File: config.mk
export PLATFORM = sky130hd
export DESIGN_NAME = mem_access_unit
export DESIGN_NICKNAME = d
export VERILOG_FILES = /design/src/rtl/mips_mem_pkg.sv /design/src/rtl/load_align.sv /design/src/rtl/mem_access_unit.sv
export SDC_FILE = /design/constraint.sdc
export NUM_CORES = 1
export LEC_CHECK = 0
export ABC_AREA = 1
export BUFFER_PORTS_ARGS = -buffer_cell sky130_fd_sc_hd__buf_2
export CAP_MARGIN = 20
export CORE_MARGIN = 3
export CORE_UTILIZATION = 30
export DETAILED_ROUTE_END_ITERATION = 10
export HOLD_SLACK_MARGIN = 0.15
export PLACE_DENSITY_LB_ADDON = 0.1
export SLEW_MARGIN = 20
export SYNTH_ARGS = -nofsm -noshare
export SYNTH_HDL_FRONTEND = slang
export SYNTH_SLANG_ARGS = --single-unit
File: constraint.sdc
create_clock -name clk -period 1.8 [get_ports clk]
set_clock_uncertainty 0.1 [all_clocks]
set_input_delay 0.36 -clock clk [delete_from_list [all_inputs] [get_ports clk]]
set_output_delay 0.36 -clock clk [all_outputs]
set_load 0.01 [all_outputs]
File: src/rtl/mips_mem_pkg.sv
// Shared MEM-stage definitions: MIPS load/store opcodes, access-size encodings
// and the request FSM states.
package mips_mem_pkg;

  localparam logic [5:0] OP_LB  = 6'b100000;
  localparam logic [5:0] OP_LH  = 6'b100001;
  localparam logic [5:0] OP_LW  = 6'b100011;
  localparam logic [5:0] OP_LBU = 6'b100100;
  localparam logic [5:0] OP_LHU = 6'b100101;
  localparam logic [5:0] OP_LWU = 6'b100111;
  localparam logic [5:0] OP_SB  = 6'b101000;
  localparam logic [5:0] OP_SH  = 6'b101001;
  localparam logic [5:0] OP_SW  = 6'b101011;

  // SZ_DWORD is only produced internally, for a 64-bit datapath
  localparam logic [1:0] SZ_BYTE  = 2'b00;
  localparam logic [1:0] SZ_HALF  = 2'b01;
  localparam logic [1:0] SZ_WORD  = 2'b11;
  localparam logic [1:0] SZ_DWORD = 2'b10;

  typedef enum logic {
    S_IDLE = 1'b0,
    S_WAIT = 1'b1
  } state_t;

endpackage

File: src/rtl/load_align.sv
// Combinational load lane extraction: picks the byte/half/word at a byte lane
// of a memory word and sign- or zero-extends it to the full datapath width.
module load_align
  import mips_mem_pkg::*;
#(
  parameter int B = 32
) (
  input  logic [B-1:0]             rdata,
  input  logic [$clog2(B/8)-1:0]   lane,
  input  logic [1:0]               size,
  input  logic                     uns,
  output logic [B-1:0]             data
);

  logic [B-1:0] sh;

  assign sh = rdata >> {lane, 3'b000};

  always_comb begin
    case (size)
      SZ_BYTE: data = uns ? B'(sh[7:0])  : B'($signed(sh[7:0]));
      SZ_HALF: data = uns ? B'(sh[15:0]) : B'($signed(sh[15:0]));
      SZ_WORD: data = uns ? B'(sh[31:0]) : B'($signed(sh[31:0]));
      default: data = sh;
    endcase
  end

endmodule

File: src/rtl/mem_access_unit.sv
// MIPS MEM stage: request/acknowledge data-memory access with byte-lane
// stores, extended sub-word loads, alignment/timeout errors and BEQ/BNE.
module mem_access_unit
  import mips_mem_pkg::*;
#(
  parameter int B       = 32,
  parameter int AW      = 32,
  parameter int TIMEOUT = 16
) (
  input  logic             clk,
  input  logic             rst_n,
  input  logic             valid_in,
  input  logic [AW-1:0]    addr_in,
  input  logic [B-1:0]     write_data,
  input  logic [5:0]       opcode,
  input  logic             mem_read,
  input  logic             mem_write,
  input  logic             zero,
  input  logic             branch_in,
  input  logic             branchNot_in,
  output logic             mem_req,
  output logic [B/8-1:0]   mem_we,
  output logic [AW-1:0]    mem_addr,
  output logic [B-1:0]     mem_wdata,
  input  logic [B-1:0]     mem_rdata,
  input  logic             mem_ack,
  output logic             stall_out,
  output logic             valid_out,
  output logic [B-1:0]     data_out,
  output logic             pcSrc_out,
  output logic             misalign_out,
  output logic             bus_err_out
);

  localparam int NBYTES = B / 8;
  localparam int LW     = $clog2(NBYTES);
  localparam int CW     = $clog2(TIMEOUT) + 1;

  state_t            state, state_nxt;
  logic [1:0]        size;
  logic [LW-1:0]     lane;
  logic              aligned, is_mem, accept, start, timed_out;
  logic [NBYTES-1:0] we_nxt;
  logic [B-1:0]      wdata_nxt, ld_data;
  logic [CW-1:0]     cnt;
  logic [1:0]        size_p1;
  logic [LW-1:0]     lane_p1;
  logic              uns_p1, load_p1;
  logic              unused_opcode;

  // opcode class bits are carried by mem_read/mem_write instead
  assign unused_opcode = ^opcode[5:3];

  assign lane      = addr_in[LW-1:0];
  assign is_mem    = mem_read | mem_write;
  assign accept    = valid_in & (state == S_IDLE);
  assign start     = accept & is_mem & aligned;
  assign timed_out = (state == S_WAIT) & ~mem_ack & (cnt == CW'(TIMEOUT - 1));

  always_comb begin
    case (opcode[1:0])
      2'b00:   size = SZ_BYTE;
      2'b01:   size = SZ_HALF;
      default: size = (B == 64 && opcode[4]) ? SZ_DWORD : SZ_WORD;
    endcase
  end

  always_comb begin
    case (size)
      SZ_BYTE: aligned = 1'b1;
      SZ_HALF: aligned = ~addr_in[0];
      SZ_WORD: aligned = (addr_in[1:0] == 2'b00);
      default: aligned = (addr_in[2:0] == 3'b000);
    endcase
  end

  always_comb begin
    we_nxt    = '0;
    wdata_nxt = write_data;
    case (size)
      SZ_BYTE: begin
        we_nxt    = NBYTES'(1) << lane;
        wdata_nxt = {NBYTES{write_data[7:0]}};
      end
      SZ_HALF: begin
        we_nxt    = NBYTES'(3) << lane;
        wdata_nxt = {(NBYTES/2){write_data[15:0]}};
      end
      SZ_WORD: begin
        we_nxt    = NBYTES'(15) << lane;
        wdata_nxt = {(NBYTES/4){write_data[31:0]}};
      end
      default: we_nxt = '1;
    endcase
    if (!mem_write) we_nxt = '0;
  end

  always_ff @(posedge clk or negedge rst_n) begin
    if (!rst_n) state <= S_IDLE;
    else        state <= state_nxt;
  end

  always_comb begin
    state_nxt = state;
    case (state)
      S_IDLE:  if (start) state_nxt = S_WAIT;
      S_WAIT:  if (mem_ack || timed_out) state_nxt = S_IDLE;
      default: state_nxt = S_IDLE;
    endcase
  end

  always_comb begin
    stall_out = start | (state == S_WAIT);
  end

  load_align #(.B(B)) u_load_align (
    .rdata (mem_rdata),
    .lane  (lane_p1),
    .size  (size_p1),
    .uns   (uns_p1),
    .data  (ld_data)
  );

  // request issue (p0 -> p1) and completion (p1 -> result)
  always_ff @(posedge clk or negedge rst_n) begin
    if (!rst_n) begin
      mem_req      <= 1'b0;
      mem_we       <= '0;
      mem_addr     <= '0;
      mem_wdata    <= '0;
      valid_out    <= 1'b0;
      data_out     <= '0;
      pcSrc_out    <= 1'b0;
      misalign_out <= 1'b0;
      bus_err_out  <= 1'b0;
      cnt          <= '0;
      size_p1      <= SZ_BYTE;
      lane_p1      <= '0;
      uns_p1       <= 1'b0;
      load_p1      <= 1'b0;
    end else begin
      valid_out <= 1'b0;
      if (state == S_IDLE) begin
        if (accept && !start) begin
          valid_out    <= 1'b1;
          pcSrc_out    <= (branch_in & zero) | (branchNot_in & ~zero);
          misalign_out <= is_mem & ~aligned;
          bus_err_out  <= 1'b0;
          data_out     <= '0;
        end
        if (start) begin
          mem_req   <= 1'b1;
          mem_we    <= we_nxt;
          mem_addr  <= {addr_in[AW-1:LW], LW'(0)};
          mem_wdata <= wdata_nxt;
          cnt       <= '0;
          size_p1   <= size;
          lane_p1   <= lane;
          uns_p1    <= opcode[2];
          load_p1   <= mem_read & ~mem_write;
        end
      end else begin
        cnt <= cnt + CW'(1);
        if (mem_ack || timed_out) begin
          mem_req      <= 1'b0;
          mem_we       <= '0;
          valid_out    <= 1'b1;
          pcSrc_out    <= 1'b0;
          misalign_out <= 1'b0;
          bus_err_out  <= ~mem_ack;
          data_out     <= (mem_ack && load_p1) ? ld_data : '0;
        end
      end
    end
  end

endmodule

==> results.tsv, run 1 <==
stage	metric	value	unit
power	Reg power frac	36.3	%
synthesis	top_reg_cell synth	dfrtp_1	
synthesis	syn_area_per_cell	7.76	sq um
flow_run	max_cap viols	0	
cts	Root Driver	clkbuf_16	
power	clock power share	33.6	%
detailed_routing	Initial DRT Pass Iterations	4	
global_route	antenna violations before repair	3	
die	Die X	142	microns
worst_setup_path	Critical Path Start	cnt[1]$_DFFE_PN0P_	
detailed_routing	Vias	5624	
worst_setup_path	Worst Setup EP	mem_we[3]$_DFFE_PN0P_	
global_route	vias in the first global route	5423	
detailed_routing	Initial DRC Count	286	
sta	Slew Viols, Final	0	
placed_design	DP HPWL	12400	microns
cts	cts bufs inserted	17	
placed_design	post-place setup slack	73.4	ps
detailed_routing	routed length per placed instance	14.9	microns
die	Core Footprint	18100	sq um
power	combinational power share	30.1	%
finish	Layout area overhead	48.2	%
die	Initial Utilization	30.7	%
detailed_routing	Vias per Instance	4.54	
die	I/O pins	217	
synthesis	sequential-to-total area share from yosys stat	51.8	%
worst_setup_path	worst-case register-to-register setup slack	50	ps
power	Power Internal	6480	uW
finish	share of layout cells above drive strength 1	29.2	%
cts	TritonCTS clock tree	built	
synthesis	dominant combinational cell family by area after synthesis	simple AND/OR/NAND/NOR gates	
synthesis	Post-Synth Adder-Cell Area	0.451	%
power	Switch Pwr	3200	uW
finish	Finished Core Util	45.5	%
sta	Max Fclk	573	MHz
hold_path	worst min path class	in -> reg	
cts	H-Tree Depth	4	
placed_design	input/output buffers	211	
synthesis	Post-synth EDFFs	0	
placed_design	GP Congestion	0.795	
sta	final period utilization	97.0	%
power	leak pwr	0.00455	uW
finish	commonest cells after routing, fill and taps aside	346 x nand2_1, 209 x buf_2, 115 x dfrtp_1, 66 x nand3_1, 61 x dlygate4sd3_1	
detailed_routing	final WL	18500	microns
synthesis	post-synthesis mux area share	0	%
status	outcome	finished clean	
worst_setup_path	Crit Reg-Reg Startpoint	cnt[1]$_DFFE_PN0P_	
cts	clk_lat worst skew	410	ps
global_route	Overflow after GRT	0	
sta	Final Hold Violating Endpoints	0	
synthesis	Cells after Synth	716	
worst_setup_path	CP endpoint kind	register	
die	chip height	142	microns
detailed_routing	Antenna Violating Nets Remaining	0	
finish	nets@finish	1113	
sta	Tmin final	1750	ps
synthesis	Cell variety after synth	31	
detailed_routing	DRC violations left	0	
sta	TNS Setup	0	ps
synthesis	flops & latches, synth	115	
cts	CTS clk-pin slew, worst paths	50	ps
synthesis	Syn Std Cell Area	5550	sq um
worst_setup_path	Req. time, crit path	2010	ps
synthesis	synth warn	0	
worst_setup_path	R2R depth	9	
global_route	largest net degree at the start of global routing	60	
finish	commonest non-fill, non-tap cell in the layout	nand2_1	
synthesis	complex-gate fraction of the synthesized area	8.15	%
cts	clock sinks	115	
power	worst vdd ir	597	uV
worst_setup_path	critical path arrival	1960	ps
synthesis	ys async rst share	100	%
global_route	first-pass GRT wire length	28600	microns
worst_setup_path	critical setup path kind	reg -> reg	
synthesis	XOR/XNOR Fraction of Synth Area	0	%
power	Net Sw Frac	33.1	%
hold_path	Worst Hold Launch	write_data[22]	
worst_setup_path	crit path max fanout	5	
power	P per Cell Area	1180	nW/um^2
synthesis	fraction of the mapped netlist area in simple logic gates	32.8	%
sta	# setup viols final	0	
die	row count	49	
die	die area	20200	sq um
worst_setup_path	CP Launch Type	register	
global_route	total track usage	17.7	%
worst_setup_path	terminus of the critical flop-to-flop path	mem_we[3]$_DFFE_PN0P_	
sta	setup slack after layout	53.6	ps
cts	clk buf depth	2	
==> registers in the layout, summed over array words and instances, names as in the netlist <==
signal,cells
load_p1,1
data_out,32
pcSrc_out,1
state,1
mem_we,4
uns_p1,1
valid_out,1
mem_req,1
cnt,5
bus_err_out,1
mem_wdata,32
misalign_out,1
mem_addr,30
size_p1,2
lane_p1,2
==> critical path, stage by stage (launching register included) <==
cell and delay, ps:
dfrtp_1 390, ha_2 180, nand2_1 80, nor2_1 50, ha_2 180, o21ai_2 200
buf_4 140, buf_4 120, nand3_1 90, o31ai_1 90
==> stage by stage <==
stage                     cell area (sq um)  total power [uW]  hold slack (ps)  cells
after CTS                              8110              9700              154   1233
after global placement                 6920              6300              223   1141
after global routing                   8230             10300              176   1240
after detailed placement               6920              6300              223   1141
final                                  8230              9680              166   1240
after floorplan                        5560              5150            -35.6    717
==> cells in the mapped netlist, types with 2 or more instances <==
| library cell | instances | share of area [%] |
|---|---|---|
| nand2_1 | 347 | 23 |
| dfrtp_1 | 115 | 52 |
| nand3_1 | 66 | 5.9 |
| a21oi_1 | 39 | 3.5 |
| o21ai_0 | 37 | 3.3 |
| inv_1 | 17 | 1.1 |
| nor2_1 | 17 | 1.1 |
| buf_2 | 15 | 1.4 |
| clkbuf_1 | 12 | 0.81 |
| buf_6 | 9 | 1.8 |
| buf_4 | 7 | 0.95 |
| inv_2 | 5 | 0.34 |
| nand2_2 | 4 | 0.45 |
| o21ai_1 | 4 | 0.36 |
| ha_1 | 2 | 0.45 |
| nand2_4 | 2 | 0.41 |
| nand3_4 | 2 | 0.63 |
| nor2_4 | 2 | 0.41 |
| o31ai_1 | 2 | 0.27 |
==> cell families after synthesis <==
logic type / count (synthesis)
other cells: 1
fa+ha+maj: 2
flops: 115
simple gates: 443
compound gates: 87
buf+inv: 68
==> per-layer routing <==
| layer | wire [microns] | vias to the layer above | GRT usage, % |
|---|---|---|---|
| met5 | 27 | - | 0 |
| met4 | 211 | 4 | 4.44 |
| met3 | 1340 | 21 | 5.75 |
| met2 | 8670 | 186 | 28.6 |
| met1 | 8210 | 2578 | 23.2 |
| li1 | - | 2835 | - |
==> layout make-up <==
type | instances | area (sq um)
multi-input combinational | 534 | 2320
sequential | 115 | 2880
clock buffer | 25 | 515
antenna | 1 | 2.50
timing repair buffer | 307 | 2080
clock inverter | 4 | 47.5
tap | 229 | 287
inverter | 25 | 106
fill | 1810 | 9860
==> repair_timing <==
action | in CTS | in global routing
hold endpoints to repair | 83 | 0
buffers inserted | 2 | 3
gates cloned | 0 | 3
pin swaps | 1 | 2
hold buffers | 61 | 0
gates resized for setup | 1 | 5
endpoints found under the setup margin | 1 | 37
==> how the worst min path moves through the flow <==
stage                                      endpoint  slack, ps  cells after the start
after floorplan             bus_err_out$_DFFE_PN0P_        -40                      0
after global placement        pcSrc_out$_DFFE_PN0P_        220                      1
after detailed placement      pcSrc_out$_DFFE_PN0P_        220                      1
after CTS                 mem_wdata[31]$_DFFE_PN0P_        150                      5
after global routing      mem_wdata[21]$_DFFE_PN0P_        180                      3
final                     mem_wdata[22]$_DFFE_PN0P_        170                      3
==> power groups by stage <==
stage               clock network, uW  registers, uW  logic (uW)
finish                           3250           3520        2910
CTS                              3310           3520        2870
global placement                    0           3550        2750
floorplan                           0           3770        1380
global route                     3420           3590        3270
detailed placement                  0           3540        2760
Power figures use the tool's default switching activity.
==> inputs of run 2 (changes only) <==
Settings changed: REMOVE_ABC_BUFFERS set to 1.
==> results.tsv, run 2 (same netlist as run 1, synthesis figures left out) <==
stage	metric	value	unit
status	outcome	finished clean	
finish	Finished Cell Area	8300	sq um
finish	share of layout cells above drive strength 1	29.8	%
placed_design	Placed Area	6980	sq um
global_route	total track usage	17.6	%
worst_setup_path	CP dominant cell by count	nand2_4	
detailed_routing	Vias	5637	
finish	multi-input logic area	2320	sq um
global_route	M2 GR Usage	28.6	%
placed_design	cell count after placement	1147	
sta	# setup viols final	0	
die	row count	49	
worst_setup_path	CP endpoint kind	output port	
detailed_routing	Vias per Instance	4.52	
finish	commonest non-fill, non-tap cell in the layout	nand2_1	
die	Initial Utilization	30.7	%
global_route	Top Usage Layer GRT	met2	
placed_design	DP HPWL	12100	microns
sta	Max Fclk	579	MHz
global_route	vias in the first global route	5666	
finish	nets@finish	1117	
sta	setup slack after layout	74.2	ps
global_route	met1 GRT Util	22.7	%
placed_design	post-place setup slack	32.3	ps
global_route	largest net degree at the start of global routing	49	
worst_setup_path	Crit Reg-Reg Startpoint	cnt[0]$_DFFE_PN0P_	
detailed_routing	final WL	17800	microns
cts	clk buf depth	2	
finish	# diodes	0	
cts	CTS clk-pin slew, worst paths	60	ps
worst_setup_path	terminus of the critical flop-to-flop path	data_out[0]$_DFFE_PN0P_	
sta	Final Hold Violating Endpoints	0	
detailed_routing	DRC violations left	0	
finish	Register Area	2880	sq um
power	worst vdd ir	642	uV
worst_setup_path	CP max stage cell	dfrtp_1	
cts	Root Driver	clkbuf_16	
hold_path	worst min path class	in -> reg	
die	Core Footprint	18100	sq um
power	leak pwr	0.00457	uW
global_route	met3 GRT Util	5.07	%
finish	commonest cells after routing, fill and taps aside	345 x nand2_1, 209 x buf_2, 115 x dfrtp_1, 66 x nand3_1, 63 x dlygate4sd3_1	
cts	cts bufs inserted	17	
hold_path	Hold Path Depth	3	
worst_setup_path	CP Launch Type	register	
cts	H-Tree Depth	4	
detailed_routing	Initial DRT Pass Iterations	5	
die	Die X	142	microns
die	die area	20200	sq um
cts	clock sinks	115	
worst_setup_path	max incr delay on CP	410	ps
die	chip height	142	microns
global_route	first-pass GRT wire length	28600	microns
cts	clk_lat worst skew	410	ps
placed_design	input/output buffers	211	
detailed_routing	routed length per placed instance	14.2	microns
finish	fin cells	1246	
sta	final period utilization	95.9	%
die	I/O pins	217	
finish	FILL cells	1820	
hold_path	Hold Path Sink	mem_we[3]$_DFFE_PN0P_	
detailed_routing	Initial DRC Count	204	
sta	Slew Viols, Final	0	
hold_path	Worst Hold Launch	addr_in[1]	
cts	TritonCTS clock tree	built	
sta	Tmin final	1730	ps
worst_setup_path	Critical Path, Cell by Cell	clkinv_4 -> nand2_2 -> nor2_4 -> nand2_4 -> nand2_4 -> buf_6	
detailed_routing	Antenna Violating Nets Remaining	0	
worst_setup_path	worst-case register-to-register setup slack	80	ps
worst_setup_path	critical path arrival	1270	ps
finish	Top Registers	data_out (32), mem_wdata (32), mem_addr (30)	
worst_setup_path	critical setup path kind	reg -> out	
global_route	antenna violations before repair	0	
worst_setup_path	crit path max fanout	3	
worst_setup_path	Req. time, crit path	1340	ps
placed_design	GP Congestion	0.808	
global_route	Overflow after GRT	0	
finish	Layout area overhead	49.4	%
worst_setup_path	R2R depth	10	
flow_run	max_cap viols	0	
finish	Finished Core Util	45.9	%
power	P per Cell Area	1190	nW/um^2
## run 2: changes by cell type in the layout (fill, tap and decap cells not counted), sizes merged
| cell | previous run | this run |
|---|---|---|
| inv | 23 | 24 |
| bufinv | 1 | 3 |
| dlygate4sd3 | 61 | 63 |
| clkbuf | 28 | 18 |
| diode | 1 | 0 |
| buf | 243 | 247 |
| clkinv | 4 | 7 |
| clkinvlp | 1 | 6 |
## run 2: worst max-delay path, delay by kind of cell, from the launching register on
family                 cells  cell delay, ps
DFF                        1             410
buffers and inverters      2             160
and+or+nand+nor            4             290
## run 2: stage by stage
step	hold WS (ps)	power [uW]	TNS [ps]
floorplan	-35.6	4970	-19250
global placement	172	6350	0
detailed placement	164	6350	0
CTS	152	10000	0
global route	168	10600	-150
finish	169	9920	0
## run 2: final cells by class
class / count / share of cell area, %
multi-input cells: 534 / 28.0
clock inverters: 15 / 2.23
clock buffers: 17 / 5.13
inverters: 25 / 1.33
well taps: 229 / 3.45
flip-flops and latches: 115 / 34.7
repair buffers: 311 / 25.2
## run 2: report_power, final
part	internal [uW]	switching (uW)
Clock	2190	1290
Combinational	1220	1700
Sequential	3180	340
Total	6580	3340
## run 2: how the worst max path moves through the flow
stage,start,endpoint,slack [ps],cells after the start
floorplan,state$_DFF_PN0_,mem_wdata[23]$_DFFE_PN0P_,-400,7
global placement,cnt[0]$_DFFE_PN0P_,data_out[18]$_DFFE_PN0P_,70,10
detailed placement,cnt[0]$_DFFE_PN0P_,data_out[23]$_DFFE_PN0P_,30,10
CTS,state$_DFF_PN0_,stall_out,20,6
global route,cnt[0]$_DFFE_PN0P_,data_out[29]$_DFFE_PN0P_,-30,10
finish,state$_DFF_PN0_,stall_out,70,6
## run 2: per-layer routing
metal	share of wire [%]	routed length (microns)	vias up
li1	-	-	2851
met1	45	8050	2570
met2	46	8190	197
met3	7.4	1310	19
met4	1.1	204	0
met5	0	0	-
## run 2: what timing repair did
item                                    in CTS  in global routing
setup buffers                                2                  1
hold buffers                                63                  0
gates cloned                                 0                  1
resized for setup                            1                  9
endpoints found under the hold margin      174                  0
pin swaps                                    1                  1
endpoints found under the setup margin       1                 39
==> inputs of run 3 (changes only) <==
Settings changed: BUFFER_PORTS_ARGS -buffer_cell sky130_fd_sc_hd__buf_2 to -buffer_cell sky130_fd_sc_hd__buf_4, GPL_ROUTABILITY_DRIVEN set to 0.
==> results.tsv, run 3 (same netlist as run 1, synthesis figures left out) <==
stage	metric	value	unit
cts	clk buf depth	2	
worst_setup_path	Crit Reg-Reg Startpoint	state$_DFF_PN0_	
sta	Least-Margin Pin Slew	666	ps
finish	fin cells	1251	
finish	# diodes	0	
sta	setup slack after layout	62.9	ps
worst_setup_path	critical path arrival	1280	ps
placed_design	Placed Area	7520	sq um
cts	TritonCTS clock tree	built	
worst_setup_path	R2R depth	12	
placed_design	input/output buffers	211	
detailed_routing	Vias	5677	
placed_design	DP HPWL	12500	microns
worst_setup_path	Req. time, crit path	1340	ps
worst_setup_path	critical setup path kind	reg -> out	
worst_setup_path	Critical Path Start	state$_DFF_PN0_	
sta	Final Hold Violating Endpoints	0	
cts	clk_lat worst skew	410	ps
finish	Finished Core Util	49.3	%
power	P per Cell Area	1160	nW/um^2
detailed_routing	Antenna Violating Nets Remaining	0	
sta	final period utilization	96.5	%
power	leak pwr	0.00476	uW
detailed_routing	Initial DRT Pass Iterations	5	
worst_setup_path	max incr delay on CP	410	ps
worst_setup_path	crit path buf inv count	2	
finish	share of layout cells above drive strength 1	29.7	%
die	row count	49	
cts	H-Tree Depth	4	
finish	multi-input logic area	2330	sq um
die	Die X	142	microns
finish	Finished Cell Area	8920	sq um
finish	FILL cells	1765	
placed_design	cell count after placement	1146	
placed_design	post-place setup slack	-7.66	ps
detailed_routing	Vias per Instance	4.54	
global_route	vias in the first global route	5706	
flow_run	max_cap viols	0	
power	worst vdd ir	641	uV
sta	Slew Viols, Final	0	
worst_setup_path	worst-case register-to-register setup slack	120	ps
worst_setup_path	crit path max fanout	3	
worst_setup_path	terminus of the critical flop-to-flop path	data_out[16]$_DFFE_PN0P_	
hold_path	worst min path class	in -> reg	
finish	commonest non-fill, non-tap cell in the layout	nand2_1	
status	outcome	finished clean	
cts	cts bufs inserted	17	
hold_path	Worst Hold Launch	write_data[31]	
die	die area	20200	sq um
global_route	largest net degree at the start of global routing	38	
detailed_routing	routed length per placed instance	14.6	microns
detailed_routing	final WL	18300	microns
finish	Register Area	2880	sq um
sta	Max Fclk	576	MHz
worst_setup_path	CP endpoint kind	output port	
global_route	total track usage	17.9	%
cts	Root Driver	clkbuf_16	
worst_setup_path	CP dominant cell by count	nand2_4	
finish	Layout area overhead	60.6	%
global_route	first-pass GRT wire length	29000	microns
sta	# setup viols final	0	
hold_path	Hold Path Depth	5	
detailed_routing	Initial DRC Count	284	
sta	Slew HR	55.4	%
cts	CTS clk-pin slew, worst paths	60	ps
worst_setup_path	CP delay by family, top	flip-flops	
finish	nets@finish	1122	
global_route	antenna violations before repair	0	
worst_setup_path	CP Launch Type	register	
sta	RSZ-0062 raised after global routing	true	
die	chip height	142	microns
die	Initial Utilization	30.7	%
finish	commonest cells after routing, fill and taps aside	346 x nand2_1, 236 x buf_4, 115 x dfrtp_1, 66 x nand3_1, 66 x dlygate4sd3_1	
die	Core Footprint	18100	sq um
finish	Top Registers	data_out (32), mem_wdata (32), mem_addr (30)	
worst_setup_path	CP max stage cell	dfrtp_1	
cts	clock sinks	115	
worst_setup_path	Critical Path, Cell by Cell	clkinv_4 -> nand2_4 -> nor2_4 -> nand2_4 -> nand2_4 -> buf_6	
die	I/O pins	217	
detailed_routing	DRC violations left	0	
global_route	Overflow after GRT	0	
sta	Tmin final	1740	ps
hold_path	Hold Path Sink	mem_wdata[31]$_DFFE_PN0P_	
## run 3: area by class of cell
class / instances / share of cell area (%)
clock buffer: 17 / 4.77
multi-input combinational: 534 / 26.2
sequential: 115 / 32.3
inverter: 25 / 1.22
tap: 229 / 3.21
clock inverter: 15 / 2.05
timing repair buffer: 316 / 30.3
## run 3: worst max-delay path by stage
stage | slack [ps] | cells past startpoint | to
2_1_floorplan | -400 | 7 | mem_wdata[23]$_DFFE_PN0P_
3_3_place_gp | 50 | 9 | mem_wdata[23]$_DFFE_PN0P_
3_5_place_dp | -8 | 10 | data_out[15]$_DFFE_PN0P_
4_1_cts | 3 | 6 | stall_out
5_1_grt | -9 | 6 | stall_out
6_report | 60 | 6 | stall_out
## run 3: timing repair
action / in CTS / in global routing
endpoints found under the hold margin: 160 / 0
pin swaps: 1 / 2
cloned: 0 / 2
setup buffers: 4 / 1
resized for setup: 2 / 11
hold buffers: 66 / 0
endpoints found under the setup margin: 15 / 44
## run 3: power by group
part | switching [uW] | total [uW] | internal, uW
registers | 369 | 3550 | 3180
clock network | 1310 | 3490 | 2190
logic | 1740 | 3330 | 1590
## run 3: metrics by stage
step,hold slack (ps),TNS [ps],power [uW]
6_report,165,0,10400
3_3_place_gp,206,0,6740
3_5_place_dp,215,-29.9,6750
2_1_floorplan,-35.6,-19250,4970
5_1_grt,176,-8.84,11000
4_1_cts,150,0,10400
## run 3: worst register-to-register path, stage by stage, from the launching register on
cell and delay (ps):
dfrtp_1 410, clkinv_4 70, nand2_4 50, nor2_4 110, nand2_4 60, buf_4 160, buf_4 160, nand2_2 80
nand2_4 70, inv_8 90, clkbuf_16 160, nand2_1 50, nand2_1 60
## run 3: layer usage
metal  global-route usage, %  part of all wire [%]
met1                    22.8                    44
met2                    29.0                    47
met3                    5.51                   8.1
met4                    5.76                   1.5
met5                       0                     0
